===== config.mk =====
export PLATFORM = sky130hd
export DESIGN_NAME = ap_multi_controller
export DESIGN_NICKNAME = d
export VERILOG_FILES = /design/src/rtl/ap_multi_controller.sv
export SDC_FILE = /design/constraint.sdc
export NUM_CORES = 1
export LEC_CHECK = 0
export ABC_AREA = 1
export CAP_MARGIN = 20
export CORE_MARGIN = 4
export CORE_UTILIZATION = 58
export CTS_CLUSTER_DIAMETER = 80
export DETAILED_ROUTE_END_ITERATION = 10
export PLACE_DENSITY = 0.95
export SKIP_CTS_REPAIR_TIMING = 1
export SLEW_MARGIN = 10
export SYNTH_ARGS = -nofsm -noshare
export SYNTH_HDL_FRONTEND = slang
export SYNTH_SLANG_ARGS = --single-unit

===== constraint.sdc =====
create_clock -name ap_clk -period 4.9 [get_ports ap_clk]
set_clock_uncertainty 0.05 [all_clocks]
set_input_delay 0.735 -clock ap_clk [delete_from_list [all_inputs] [get_ports ap_clk]]
set_output_delay 0.735 -clock ap_clk [all_outputs]
set_load 0.05 [all_outputs]

===== src/rtl/ap_multi_controller.sv =====
// Per-channel ap_ctrl_hs launcher: start queue, credit-limited ap_start, in-flight and finished counters.
// Optional watchdog on ap_start-without-ap_ready enabled by defining AP_CTRL_TIMEOUT_EN.
module ap_multi_controller #(
  parameter int NUM_CH  = 4,
  parameter int PEND_W  = 4,
  parameter int FIN_W   = 4,
  parameter int TIMEOUT = 1024
) (
  input  logic                     ap_clk,
  input  logic                     ap_rst,
  input  logic [NUM_CH-1:0]        start_trig,
  input  logic [NUM_CH-1:0]        complete_trig,
  output logic [NUM_CH-1:0]        finish,
  output logic [NUM_CH*FIN_W-1:0]  fin_cnt,
  output logic [NUM_CH*PEND_W-1:0] pend_cnt,
  output logic [NUM_CH-1:0]        start_drop,
  output logic [NUM_CH-1:0]        idle,
  output logic                     all_idle,
  output logic [NUM_CH-1:0]        proto_err,
  output logic [NUM_CH-1:0]        timeout_err,
  output logic [NUM_CH-1:0]        ap_start,
  input  logic [NUM_CH-1:0]        ap_ready,
  input  logic [NUM_CH-1:0]        ap_done,
  input  logic [NUM_CH-1:0]        ap_idle
);

  localparam logic [PEND_W-1:0] PEND_MAX = {PEND_W{1'b1}};
  localparam logic [FIN_W:0]    FIN_MAX  = {1'b0, {FIN_W{1'b1}}};

  for (genvar g = 0; g < NUM_CH; g++) begin : g_ch
    logic [PEND_W-1:0] pend_q, pend_d;
    logic [FIN_W-1:0]  infl_q, infl_d;
    logic [FIN_W-1:0]  fin_q, fin_d;
    logic              start_q, start_d;
    logic              drop_q, drop_d;
    logic              perr_q, perr_d;
    logic              launch_s, accept_s, done_ok_s, claim_s;
    logic [FIN_W:0]    credit_sum_s;

    // Counter next-state: credit is checked on next-state values so ap_start only falls after a launch
    always_comb begin
      launch_s     = start_q & ap_ready[g];
      accept_s     = start_trig[g] & ((pend_q != PEND_MAX) | launch_s);
      done_ok_s    = ap_done[g] & (infl_q != {FIN_W{1'b0}});
      claim_s      = complete_trig[g] & (fin_q != {FIN_W{1'b0}});
      pend_d       = pend_q + PEND_W'(accept_s) - PEND_W'(launch_s);
      infl_d       = infl_q + FIN_W'(launch_s) - FIN_W'(done_ok_s);
      fin_d        = fin_q + FIN_W'(done_ok_s) - FIN_W'(claim_s);
      credit_sum_s = {1'b0, fin_d} + {1'b0, infl_d};
      start_d      = (pend_d != {PEND_W{1'b0}}) & (credit_sum_s < FIN_MAX);
      drop_d       = start_trig[g] & ~accept_s;
      perr_d       = perr_q | (ap_done[g] & (infl_q == {FIN_W{1'b0}}));
    end

    always_ff @(posedge ap_clk or posedge ap_rst) begin
      if (ap_rst) begin
        pend_q  <= {PEND_W{1'b0}};
        infl_q  <= {FIN_W{1'b0}};
        fin_q   <= {FIN_W{1'b0}};
        start_q <= 1'b0;
        drop_q  <= 1'b0;
        perr_q  <= 1'b0;
      end else begin
        pend_q  <= pend_d;
        infl_q  <= infl_d;
        fin_q   <= fin_d;
        start_q <= start_d;
        drop_q  <= drop_d;
        perr_q  <= perr_d;
      end
    end

    assign fin_cnt[g*FIN_W +: FIN_W]    = fin_q;
    assign pend_cnt[g*PEND_W +: PEND_W] = pend_q;
    assign finish[g]     = (fin_q != {FIN_W{1'b0}});
    assign start_drop[g] = drop_q;
    assign proto_err[g]  = perr_q;
    assign ap_start[g]   = start_q;
    assign idle[g]       = ap_idle[g] & (pend_q == {PEND_W{1'b0}}) & (infl_q == {FIN_W{1'b0}})
                         & (fin_q == {FIN_W{1'b0}}) & ~start_q;

`ifdef AP_CTRL_TIMEOUT_EN
    localparam int TW = $clog2(TIMEOUT + 1);
    logic [TW-1:0] tcnt_q, tcnt_d;
    logic          terr_q, terr_d;

    // Watchdog counts stalled ap_start cycles, saturating at the limit
    always_comb begin
      tcnt_d = {TW{1'b0}};
      if (start_q & ~ap_ready[g]) begin
        if (tcnt_q == TW'(TIMEOUT)) begin
          tcnt_d = tcnt_q;
        end else begin
          tcnt_d = tcnt_q + TW'(1);
        end
      end else begin
        tcnt_d = {TW{1'b0}};
      end
      terr_d = terr_q | (tcnt_d == TW'(TIMEOUT));
    end

    always_ff @(posedge ap_clk or posedge ap_rst) begin
      if (ap_rst) begin
        tcnt_q <= {TW{1'b0}};
        terr_q <= 1'b0;
      end else begin
        tcnt_q <= tcnt_d;
        terr_q <= terr_d;
      end
    end

    assign timeout_err[g] = terr_q;
`else
    assign timeout_err[g] = 1'b0;
`endif
  end

  assign all_idle = &idle;

endmodule


==> results by group <==
STA
  – Slew @ Worst Pin: ~780 ps
  – Hold slack: 426 ps
  – Sum Neg Setup Slack: 0 ps
  – Tmin final: 3450 ps
  – Max-slew headroom: 0.483
  – Final setup viols: 0
  – Top achievable clock speed: between 200 and 300 MHz
  – Fin. Hold Viols: 0
  – RSZ-0062 raised after global routing: false
  – Ratio of final minimum period to clock period: 0.703
  – Max Slew Vio Count: 0

Detailed routing
  – DRT met1 WL: 4.06 mm
  – Avg Vias per Cell: around 5.2
  – Post-route ant nets: 0
  – Met2 WL post-DR: 5.54 mm
  – DRC Markers: 0
  – DRT iter0 DRCs: 86
  – Met3 wire length: 461 um
  – Vias: 3722
  – First-pass DRT Iterations: 4
  – WL/cell: 14.4 um
  – Highest routed layer: met4
  – Final WL: approximately 10 mm

Finish
  – Commonest cells after routing, fill and taps aside: 123 x nand2_1, 105 x inv_1, 76 x ha_1, 74 x clkdlybuf4s50_1, 60 x dfrtp_1
  – Area Overhead vs Synth: 20.9%
  – Final Non-Filler Cells: 714
  – Commonest non-fill, non-tap cell in the layout: nand2_1
  – N_diodes: 0
  – Layout cells sized above 1: 0.0553
  – Final #Nets: roughly 730

Clock network
  – Skew-Pair Late Insertion Delay: 330 ps
  – Clock Tree Buf Depth: 2
  – Htree depth: 3
  – CTS Sinks: 60
  – CTS tree: built
  – TritonCTS Buffers: 9
  – Clk root buf: clkbuf_8
  – Reg clk slew, reported paths: roughly 60 ps

Global route
  – Initial antenna violation count: 0
  – Largest net degree at the start of global routing: 61
  – First-pass GRT wire length: approximately 18 mm
  – Vias in the first global route: 3999
  – GRT overflow: 0
  – GRT Resource Usage Total: 0.247

Worst setup path
  – Crit end category: output pin
  – Req. time, crit path: 4120 ps
  – Data arrival time of the critical path: approximately 2700 ps
  – Critical path peak fanout: 2
  – WS Path Type: input pin to output pin
  – Crit path launch: ap_idle[0]
  – Critical path launch point type: input pin
  – Worst r2r src: g_ch[3].fin_q[2]

Placed design
  – Post-DP HPWL: 8.21 mm
  – Number of port buffers: 74
  – Placed Cells: roughly 700
  – Routability cong.: 0.867

Synth
  – Yosys warnings: 0
  – Mapped Cells: 538
  – Post-synth top flop: dfrtp_1
  – Ys async rst share: 1.00
  – Distinct cells, synth: 27
  – FF+latch count, synth: 60
  – Synthesized cell area: between 4000 and 5000 um^2
  – Mean post-synth cell area: 8.42 um^2
  – Sequential fraction of the synthesis area: 0.331
  – Post-synth EDFFs: 0

Worst hold path
  – Hold Crit Start: g_ch[0].perr_q
  – Min-delay worst type: flip-flop to flip-flop

Die
  – Chip Width: ~96 um
  – Top-Level Pins: 79
  – Chip height: 96.4 um
  – Core area: 7410 um^2
  – Std cell rows: 31
  – Die Area: slightly above 9000 um^2
  – Initial Utilization: 0.612

Job
  – Max-cap viol count: 0

Status
  – Status: finished, final reports clean
[worst paths after layout]
path | cells past startpoint | endpoint | slack, ps
max reg2reg | 14 | g_ch[3].start_q | 1760
min | 1 | g_ch[0].perr_q | 430
min in group asynchronous | 3 | g_ch[2].drop_q | 890
min reg2reg | 1 | g_ch[0].perr_q | 430
max | 6 | all_idle | 1450
max in group asynchronous | 3 | g_ch[1].fin_q[1] | 3390
[worst max-delay path: stages]
cell,delay [ps]
clkdlybuf4s50_1,460
nand4_1,150
nor3_2,320
nand2_1,100
nor2_1,100
clkdlybuf4s50_1,810
[synthesized netlist by cell type, drive strengths merged, types with 2 or more instances]
| cell | instances | area [um^2] |
|---|---|---|
| nand2 | 127 | 487 |
| inv | 110 | 413 |
| ha | 76 | 951 |
| dfrtp | 60 | 1500 |
| nor2 | 45 | 171 |
| a21oi | 23 | 119 |
| nand3 | 21 | 120 |
| buf | 16 | 120 |
| fa | 16 | 320 |
| nand4 | 12 | 75.1 |
| xor2 | 11 | 96.3 |
| nor3 | 5 | 45.0 |
| a31o | 3 | 26.3 |
| nand3b | 3 | 22.5 |
| and2 | 2 | 12.5 |
| o211ai | 2 | 15.0 |
| o21ai | 2 | 10.0 |
[cell families (layout without fill, tap and decap cells)]
logic type	count (synthesis)	in the layout	synth area share
other cells	1	4	0.000827
fa+ha+maj	92	92	0.281
buf+inv	126	200	0.118
flops	60	60	0.331
compound gates	31	31	0.0392
xor+xnor	12	12	0.0232
simple gates	216	216	0.207
[cell type report]
type,instances,area [um^2]
fill,510,1930
tap,99,124
inverter,110,413
clock buffer,13,149
clock inverter,2,35.0
timing repair buffer,75,748
sequential,60,1500
multi-input combinational,355,2510
[layer usage]
| metal | track usage | up-vias |
|---|---|---|
| met2 | 0.460 | 113 |
| met1 | 0.277 | 1779 |
| li1 | - | 1808 |
| met4 | 0.0958 | 0 |
| met3 | 0.0480 | 22 |
| met5 | 0 | - |
[through the flow]
step	instance area, um^2	setup WS [ps]	util
detailed placement	5300	1320	0.715
finish	5480	1450	0.740
global placement	5300	1430	0.715
CTS	5480	1440	0.740
floorplan	4540	1180	-
global route	5480	1360	0.740
[flip-flops by register name, indices dropped and copies added, names as in the netlist]
signal and flops:
g_ch.infl_q 16, g_ch.start_q 4, g_ch.fin_q 16, g_ch.perr_q 4, g_ch.pend_q 16, g_ch.drop_q 4
Power is not shown: default switching activity piles up to over one toggle a cycle in this logic, so the estimate is an artifact.
